### src/rtl/shift_rows_serial.sv
// Byte-serial forward AES ShiftRows engine.
// Takes in a 16-byte state over a valid/ready stream. Once the whole
// block is buffered, it sends the bytes back out in ShiftRows order.
// Output byte (r,c) is taken from input byte (r,(c+r) mod 4).
// Optional build macro SHIFT_ROWS_SERIAL_PINGPONG_EN:
//   - two buffers, so loading one block overlaps draining the previous one.
//   - without it, a single buffer alternates between LOAD and DRAIN.
module shift_rows_serial #(
    parameter int CNT_W = 16
) (
    input  logic             clk,
    input  logic             rst_n,
    input  logic             clear,
    input  logic             in_valid,
    output logic             in_ready,
    input  logic [7:0]       in_data,
    output logic             out_valid,
    input  logic             out_ready,
    output logic [7:0]       out_data,
    output logic             out_last,
    output logic [CNT_W-1:0] blk_cnt
);

    // Source index in the buffered block for output position k.
    // k = 4c + r; the source is 4*((c+r) mod 4) + r. The 2-bit add wraps mod 4.
    function automatic logic [3:0] src_idx(input logic [3:0] k);
        logic [1:0] col;
        col = k[3:2] + k[1:0];
        return {col, k[1:0]};
    endfunction

    logic [3:0]       wr_idx_q, wr_idx_d;
    logic [3:0]       rd_idx_q, rd_idx_d;
    logic [CNT_W-1:0] blk_cnt_q, blk_cnt_d;
    logic             in_fire, out_fire;

    // clear wins over any transfer presented in the same cycle.
    assign in_fire  = in_valid && in_ready && !clear;
    assign out_fire = out_valid && out_ready && !clear;
    assign blk_cnt  = blk_cnt_q;

`ifdef SHIFT_ROWS_SERIAL_PINGPONG_EN
    logic [7:0] buf_q [2][16];
    logic       wr_sel_q, wr_sel_d;
    logic       rd_sel_q, rd_sel_d;
    logic [1:0] full_q, full_d;

    assign in_ready  = !full_q[wr_sel_q];
    assign out_valid = full_q[rd_sel_q];
    assign out_last  = out_valid && (rd_idx_q == 4'd15);
    assign out_data  = out_valid ? buf_q[rd_sel_q][src_idx(rd_idx_q)] : 8'h00;

    // Buffer data path: no reset; contents are qualified by the full flags.
    always_ff @(posedge clk) begin
        if (in_fire) buf_q[wr_sel_q][wr_idx_q] <= in_data;
    end

    // Next-state logic for the pointers, buffer selects and full flags.
    always_comb begin
        wr_idx_d  = wr_idx_q;
        rd_idx_d  = rd_idx_q;
        wr_sel_d  = wr_sel_q;
        rd_sel_d  = rd_sel_q;
        full_d    = full_q;
        blk_cnt_d = blk_cnt_q;
        // Release the drained buffer first. Writing and reading the same
        // buffer in one cycle is impossible: in_ready needs it empty and
        // out_valid needs it full. So the two updates never collide.
        if (out_fire) begin
            rd_idx_d = rd_idx_q + 4'd1;
            if (rd_idx_q == 4'd15) begin
                full_d[rd_sel_q] = 1'b0;
                rd_sel_d         = !rd_sel_q;
                blk_cnt_d        = blk_cnt_q + CNT_W'(1);
            end
        end
        if (in_fire) begin
            wr_idx_d = wr_idx_q + 4'd1;
            if (wr_idx_q == 4'd15) begin
                full_d[wr_sel_q] = 1'b1;
                wr_sel_d         = !wr_sel_q;
            end
        end
        if (clear) begin
            wr_idx_d = 4'd0;
            rd_idx_d = 4'd0;
            wr_sel_d = 1'b0;
            rd_sel_d = 1'b0;
            full_d   = 2'b00;
        end
    end

    // Control registers with asynchronous reset.
    always_ff @(posedge clk or negedge rst_n) begin
        if (!rst_n) begin
            wr_idx_q  <= 4'd0;
            rd_idx_q  <= 4'd0;
            wr_sel_q  <= 1'b0;
            rd_sel_q  <= 1'b0;
            full_q    <= 2'b00;
            blk_cnt_q <= '0;
        end else begin
            wr_idx_q  <= wr_idx_d;
            rd_idx_q  <= rd_idx_d;
            wr_sel_q  <= wr_sel_d;
            rd_sel_q  <= rd_sel_d;
            full_q    <= full_d;
            blk_cnt_q <= blk_cnt_d;
        end
    end
`else
    typedef enum logic {LOAD, DRAIN} state_t;

    state_t     state_q, state_d;
    logic [7:0] buf_q [16];

    assign in_ready  = (state_q == LOAD);
    assign out_valid = (state_q == DRAIN);
    assign out_last  = out_valid && (rd_idx_q == 4'd15);
    assign out_data  = out_valid ? buf_q[src_idx(rd_idx_q)] : 8'h00;

    // Buffer data path: no reset; only read while in DRAIN.
    always_ff @(posedge clk) begin
        if (in_fire) buf_q[wr_idx_q] <= in_data;
    end

    // LOAD/DRAIN next-state logic and pointer updates.
    always_comb begin
        state_d   = state_q;
        wr_idx_d  = wr_idx_q;
        rd_idx_d  = rd_idx_q;
        blk_cnt_d = blk_cnt_q;
        case (state_q)
            LOAD: begin
                if (in_fire) begin
                    wr_idx_d = wr_idx_q + 4'd1;
                    if (wr_idx_q == 4'd15) state_d = DRAIN;
                end
            end
            DRAIN: begin
                if (out_fire) begin
                    rd_idx_d = rd_idx_q + 4'd1;
                    if (rd_idx_q == 4'd15) begin
                        blk_cnt_d = blk_cnt_q + CNT_W'(1);
                        state_d   = LOAD;
                    end
                end
            end
            default: state_d = LOAD;
        endcase
        if (clear) begin
            state_d  = LOAD;
            wr_idx_d = 4'd0;
            rd_idx_d = 4'd0;
        end
    end

    // Control registers with asynchronous reset.
    always_ff @(posedge clk or negedge rst_n) begin
        if (!rst_n) begin
            state_q   <= LOAD;
            wr_idx_q  <= 4'd0;
            rd_idx_q  <= 4'd0;
            blk_cnt_q <= '0;
        end else begin
            state_q   <= state_d;
            wr_idx_q  <= wr_idx_d;
            rd_idx_q  <= rd_idx_d;
            blk_cnt_q <= blk_cnt_d;
        end
    end
`endif

endmodule
### config.mk
export PLATFORM = sky130hd
export DESIGN_NAME = shift_rows_serial
export DESIGN_NICKNAME = d
export VERILOG_FILES = /design/src/rtl/shift_rows_serial.sv
export SDC_FILE = /design/constraint.sdc
export NUM_CORES = 1
export LEC_CHECK = 0
export CAP_MARGIN = 20
export CORE_ASPECT_RATIO = 1.2
export CORE_MARGIN = 3
export CORE_UTILIZATION = 30
export DETAILED_ROUTE_END_ITERATION = 16
export PLACE_DENSITY = 0.47
export SLEW_MARGIN = 20
export SYNTH_ARGS = -nofsm -noshare
export SYNTH_HDL_FRONTEND = slang
export SYNTH_SLANG_ARGS = --single-unit
### constraint.sdc
create_clock -name clk -period 2.7 [get_ports clk]
set_input_delay 0.405 -clock clk [delete_from_list [all_inputs] [get_ports clk]]
set_output_delay 0.405 -clock clk [all_outputs]
set_load 0.05 [all_outputs]
After elaboration in Yosys (flattened, before gate mapping) --
Memory sizes are Yosys's and may differ from the RTL's. Cells that the tools add are included. W data, S select, Z words.
Storage, ports and cells: register bits 25, bits in writable memories 128, output and inout port bits 27, word-level logic and storage cells 40, memories kept 1
Memories:
- buf_q | depth 16, width 8, rd ports 1, clocked after memory_dff 0, wr ports 1, line 115 | logic [7:0] buf_q [16];
Cells by class: add/subtract/negate cells 4, equal/unequal tests 3, multiplexer cells 15, bitwise gates (word level) 1, reduce and logical (&&, ||, !) cells 12
Operators with widths (count):
- $mux W4 | 6
- $add A16 B1 Y16 const B | 1
- $add A4 B1 Y4 const B | 2
- $eq A4 B4 Y1 const B | 2
- $mux W8 | 1
- $mux W1 | 7
- $reduce_bool A2 Y1 | 3
- $logic_and A1 B1 Y1 | 5
- $reduce_and A2 Y1 | 2
- $reduce_and A3 Y1 | 1
- $add A2 B2 Y2 | 1
- $ne A2 B2 Y1 const B | 1
- $pmux W1 S2 | 1
- $logic_not A1 Y1 | 1
- $not A1 Y1 | 1

Depth between registers and ports, before layout --
depth in word-level cells 6, gate-level depth with buffers 6, gate-level depth less buffers 5

Worst setup path before layout --
Ideal clock, no wire load.
kind register to output, start point reg state_q, in the netlist out_valid, end point out out_data[6], arrival time 3.676 ns, required time 2.295 ns, setup slack -1.381 ns, cell stages (with the launch flop) 3, buffers on the path 0, path through dfrtp_1 inv_1 a2111oi_0
On the way: longest elaborated chain between the ends 1
RTL lines:
- start, declared | line 114 | state_t state_q, state_d;
- start signal, assigned | line 166 | state_q <= state_d;
- $mux W8 | line 120 | assign out_data = out_valid ? buf_q[src_idx(rd_idx_q)] : 8'h00;
- end, declared | line 19 | output logic [7:0] out_data,
No other way between the ends.

Final worst setup path --
start point reg rd_idx_q[0], end point out out_data[2]
On the way: longest elaborated chain between the ends 3
RTL lines:
- start, declared | line 33 | logic [3:0] rd_idx_q, rd_idx_d;
- start signal, assigned | line 168 | rd_idx_q <= rd_idx_d;
- $add A2 B2 Y2 | line 28 | col = k[3:2] + k[1:0];
- $mem_v2 Z16 W8 *
- $mux W8 * | line 120
Every way passes the cells marked *; elsewhere a longest branch is shown, timed or not.

==> flow_metrics.env <==
export IMPL_drc_errors=0
export IMPL_end_kind="output port"
export IMPL_total_power_w=0.00522
export IMPL_power_leakage_nw=2.78
export IMPL_multiInputGateArea_mm2=0.00174
export IMPL_track_usage=0.135
export IMPL_ir_drop_mv=0.421
export IMPL_cp_max_fo=6
export IMPL_post_route_period_util=0.975
export IMPL_drtIter0Drc=230
export IMPL_maxCapViolCount=0
export IMPL_synth_area_leaders="edfxtp_1, mux4_2, dfrtp_1, mux2i_1, xnor2_1"
export IMPL_worst_slack_ps=67.2
export IMPL_fillCellCount=1877
export IMPL_io_pins=40
export IMPL_rows=57
export IMPL_cp_data_arrival_time_ps=2230
export IMPL_setup_violations=0
export IMPL_initial_core_util=0.306
export IMPL_gp_congestion=0.727
export IMPL_postCtsHoldBufs=0
export IMPL_synthDistinctLibCells=36
export IMPL_grt_max_degree=26
export IMPL_clk_latency_ps=410
export IMPL_synthCells=335
export IMPL_synth_area_mm2=0.00620
export IMPL_die_h_um=164
export IMPL_seq_area_frac_synth=0.721
export IMPL_report_final_slew_viol_count=0
export IMPL_grt_overflow_total=0
export IMPL_tns_ps=0
export IMPL_antenna_found_initial=0
export IMPL_die_area_mm2=0.0224
export IMPL_clkSinkCount=153
export IMPL_grt_pass1_vias=3500
export IMPL_die_w_um=137
export IMPL_register_area_mm2=0.00447
export IMPL_max_freq_mhz=380
export IMPL_drive_gt1_frac=0.285
export IMPL_synth_top_cell_area_share=0.620
export IMPL_place_ws_ps=278
export IMPL_skew_ps=7.79
export IMPL_clockBufferDepth=2
export IMPL_path_clk_slew_ps=60
export IMPL_path_class="reg2out"
export IMPL_hpwl_um=9030
export IMPL_drtAntennaViolNets=0
export IMPL_synth_nets=355
export IMPL_hold_viol=0
export IMPL_port_buffers=39
export IMPL_period_needed_ps=2630
export IMPL_h_tree_depth=4
export IMPL_grt_pass1_wl_um=21600
export IMPL_area_growth_pct=29.2
export IMPL_drt_vias_per_instance=4.75
export IMPL_outcome="complete, no violations"
export IMPL_holdCritPathClass="in2async"
export IMPL_critPathLaunchType="register"
export IMPL_num_vias=3276
export IMPL_holdWs_ps=351
export IMPL_root_buffer="clkbuf_16"
export IMPL_nNetsFinal=432
export IMPL_worst_slew_pin_slew_ps=565
export IMPL_wl_per_cell_um=21.0
export IMPL_drt_pass1_iter_count=4
export IMPL_ys_warnings_count=0
export IMPL_wirelength_um=14500
export IMPL_coreArea_mm2=0.0203
export IMPL_cts_buffers=17
export IMPL_cts_tree="built"
export IMPL_ys_seq_elements=153
export IMPL_crit_required_ps=2300
export IMPL_yosys_area_top_type="edfxtp_1"
export IMPL_relSlewSlack=0.622
export IMPL_syn_avg_cell_area_um2=18.5
export IMPL_antennaDiodeCount=0
export IMPL_rsz0062_at_grt="true"
export IMPL_cellPowerDensity_mw_per_mm2=652
[routing by layer]
layer  vias up  part of all wire  track usage
li1       1479                 -            -
met1      1703              0.44        0.174
met3        18             0.026       0.0274
met4         0             0.022       0.0476
met2        76              0.51        0.226
met5         -                 0            0
[metrics by stage]
step	cell area, um^2	std cells	util
5_1_grt	8010	690	0.396
4_1_cts	7940	687	0.392
2_1_floorplan	6220	335	-
3_5_place_dp	7190	650	0.355
6_report	8010	690	0.396
3_3_place_gp	7190	650	0.355
[cells by family (layout without fill, tap and decap cells)]
kind of cell	Yosys count	after routing	share of synthesized area
buffers and inverters	19	109	0.0139
xor gates and xnor gates	21	21	0.0321
AOI/OAI and AO/OA	14	14	0.0139
muxes	48	48	0.142
and+or+nand+nor	73	73	0.0631
DFF	153	153	0.721
adders and majority gates	7	7	0.0141
[area by class of cell]
class,count,share of cell area
repair buffers,72,0.101
clock inverters,15,0.0269
inverters,5,0.00234
clock buffers,17,0.0531
well taps,265,0.0414
flip-flops and latches,153,0.558
multi-input cells,163,0.217
[sequential cells by signal, summed over array words and instances (netlist names)]
register / count
buf_q: 128
wr_idx_q: 4
out_valid: 1
blk_cnt: 16
rd_idx_q: 4
[placed cells by master, fill, tap and decap left out, types with 4 or more instances in the layout]
cell type / synthesis / routed
nand4_1: 4 / 4
inv_1: 5 / 5
mux2i_1: 15 / 13
xor2_1: 7 / 7
clkdlybuf4s50_1: 0 / 30
mux4_2: 32 / 32
ha_1: 7 / 6
edfxtp_1: 128 / 128
buf_4: 2 / 26
bufinv_16: 0 / 4
dfrtp_1: 25 / 23
nand2_1: 12 / 12
and2_1: 13 / 13
clkbuf_16: 0 / 18
o22ai_1: 7 / 4
nand3_1: 11 / 11
xnor2_1: 12 / 12
nor2_1: 11 / 11
a21oi_1: 4 / 4
nor3_1: 8 / 7
buf_12: 0 / 10
[where the power goes]
group | switching [W] | leakage [nW] | internal (W) | total (W)
combinational | 0.0000648 | 0.977 | 0.0000357 | 0.000100
clock | 0.000973 | 0.308 | 0.00157 | 0.00254
sequential | 0.00000557 | 1.49 | 0.00258 | 0.00258
[synthesized netlist by cell type (all sizes together)]
cell type / count
a2111oi: 1
o22ai: 7
and4: 3
nor2b: 1
nand2: 12
and3: 3
inv: 5
nand2b: 1
nand3: 11
nand4: 4
clkbuf: 4
mux2i: 15
ha: 7
or4b: 1
nor4: 2
o21ai: 1
a21oi: 4
o22a: 1
or3: 1
xor2: 8
and2: 13
nor2: 11
or2b: 1
mux4: 32
mux2: 1
nor3: 8
buf: 10
xnor2: 13
edfxtp: 128
dfrtp: 25
and2b: 1
[final timing paths]
path	from	to	slack [ps]	cells past startpoint
setup / recovery	rd_idx_q[0]$_DFFE_PN0P_	out_data[2]	70	7
hold / removal	rst_n	blk_cnt[5]$_DFFE_PN0P_	350	2
setup reg to reg	rd_idx_q[0]$_DFFE_PN0P_	blk_cnt[15]$_DFFE_PN0P_	380	8
hold reg to reg	blk_cnt[15]$_DFFE_PN0P_	blk_cnt[15]$_DFFE_PN0P_	480	1
max in group asynchronous	rst_n	rd_idx_q[1]$_DFFE_PN0P_	2060	2
min in group clk	blk_cnt[15]$_DFFE_PN0P_	blk_cnt[15]$_DFFE_PN0P_	480	1
[critical path: stages, from the launching register on]
cell	delay [ps]
dfrtp_2	430
ha_4	180
xnor2_4	200
xor2_4	220
buf_6	180
mux2i_1	90
o22ai_1	320
buf_12	190
[repair_timing]
action                                 4_1_cts  5_1_grt
resized for setup                           12        7
pin swaps                                    3        2
setup endpoints to repair                    8        8
endpoints found under the hold margin        0        0
gates cloned                                 2        1
buffers inserted                             3        2
(Power assumes the default switching activity.)
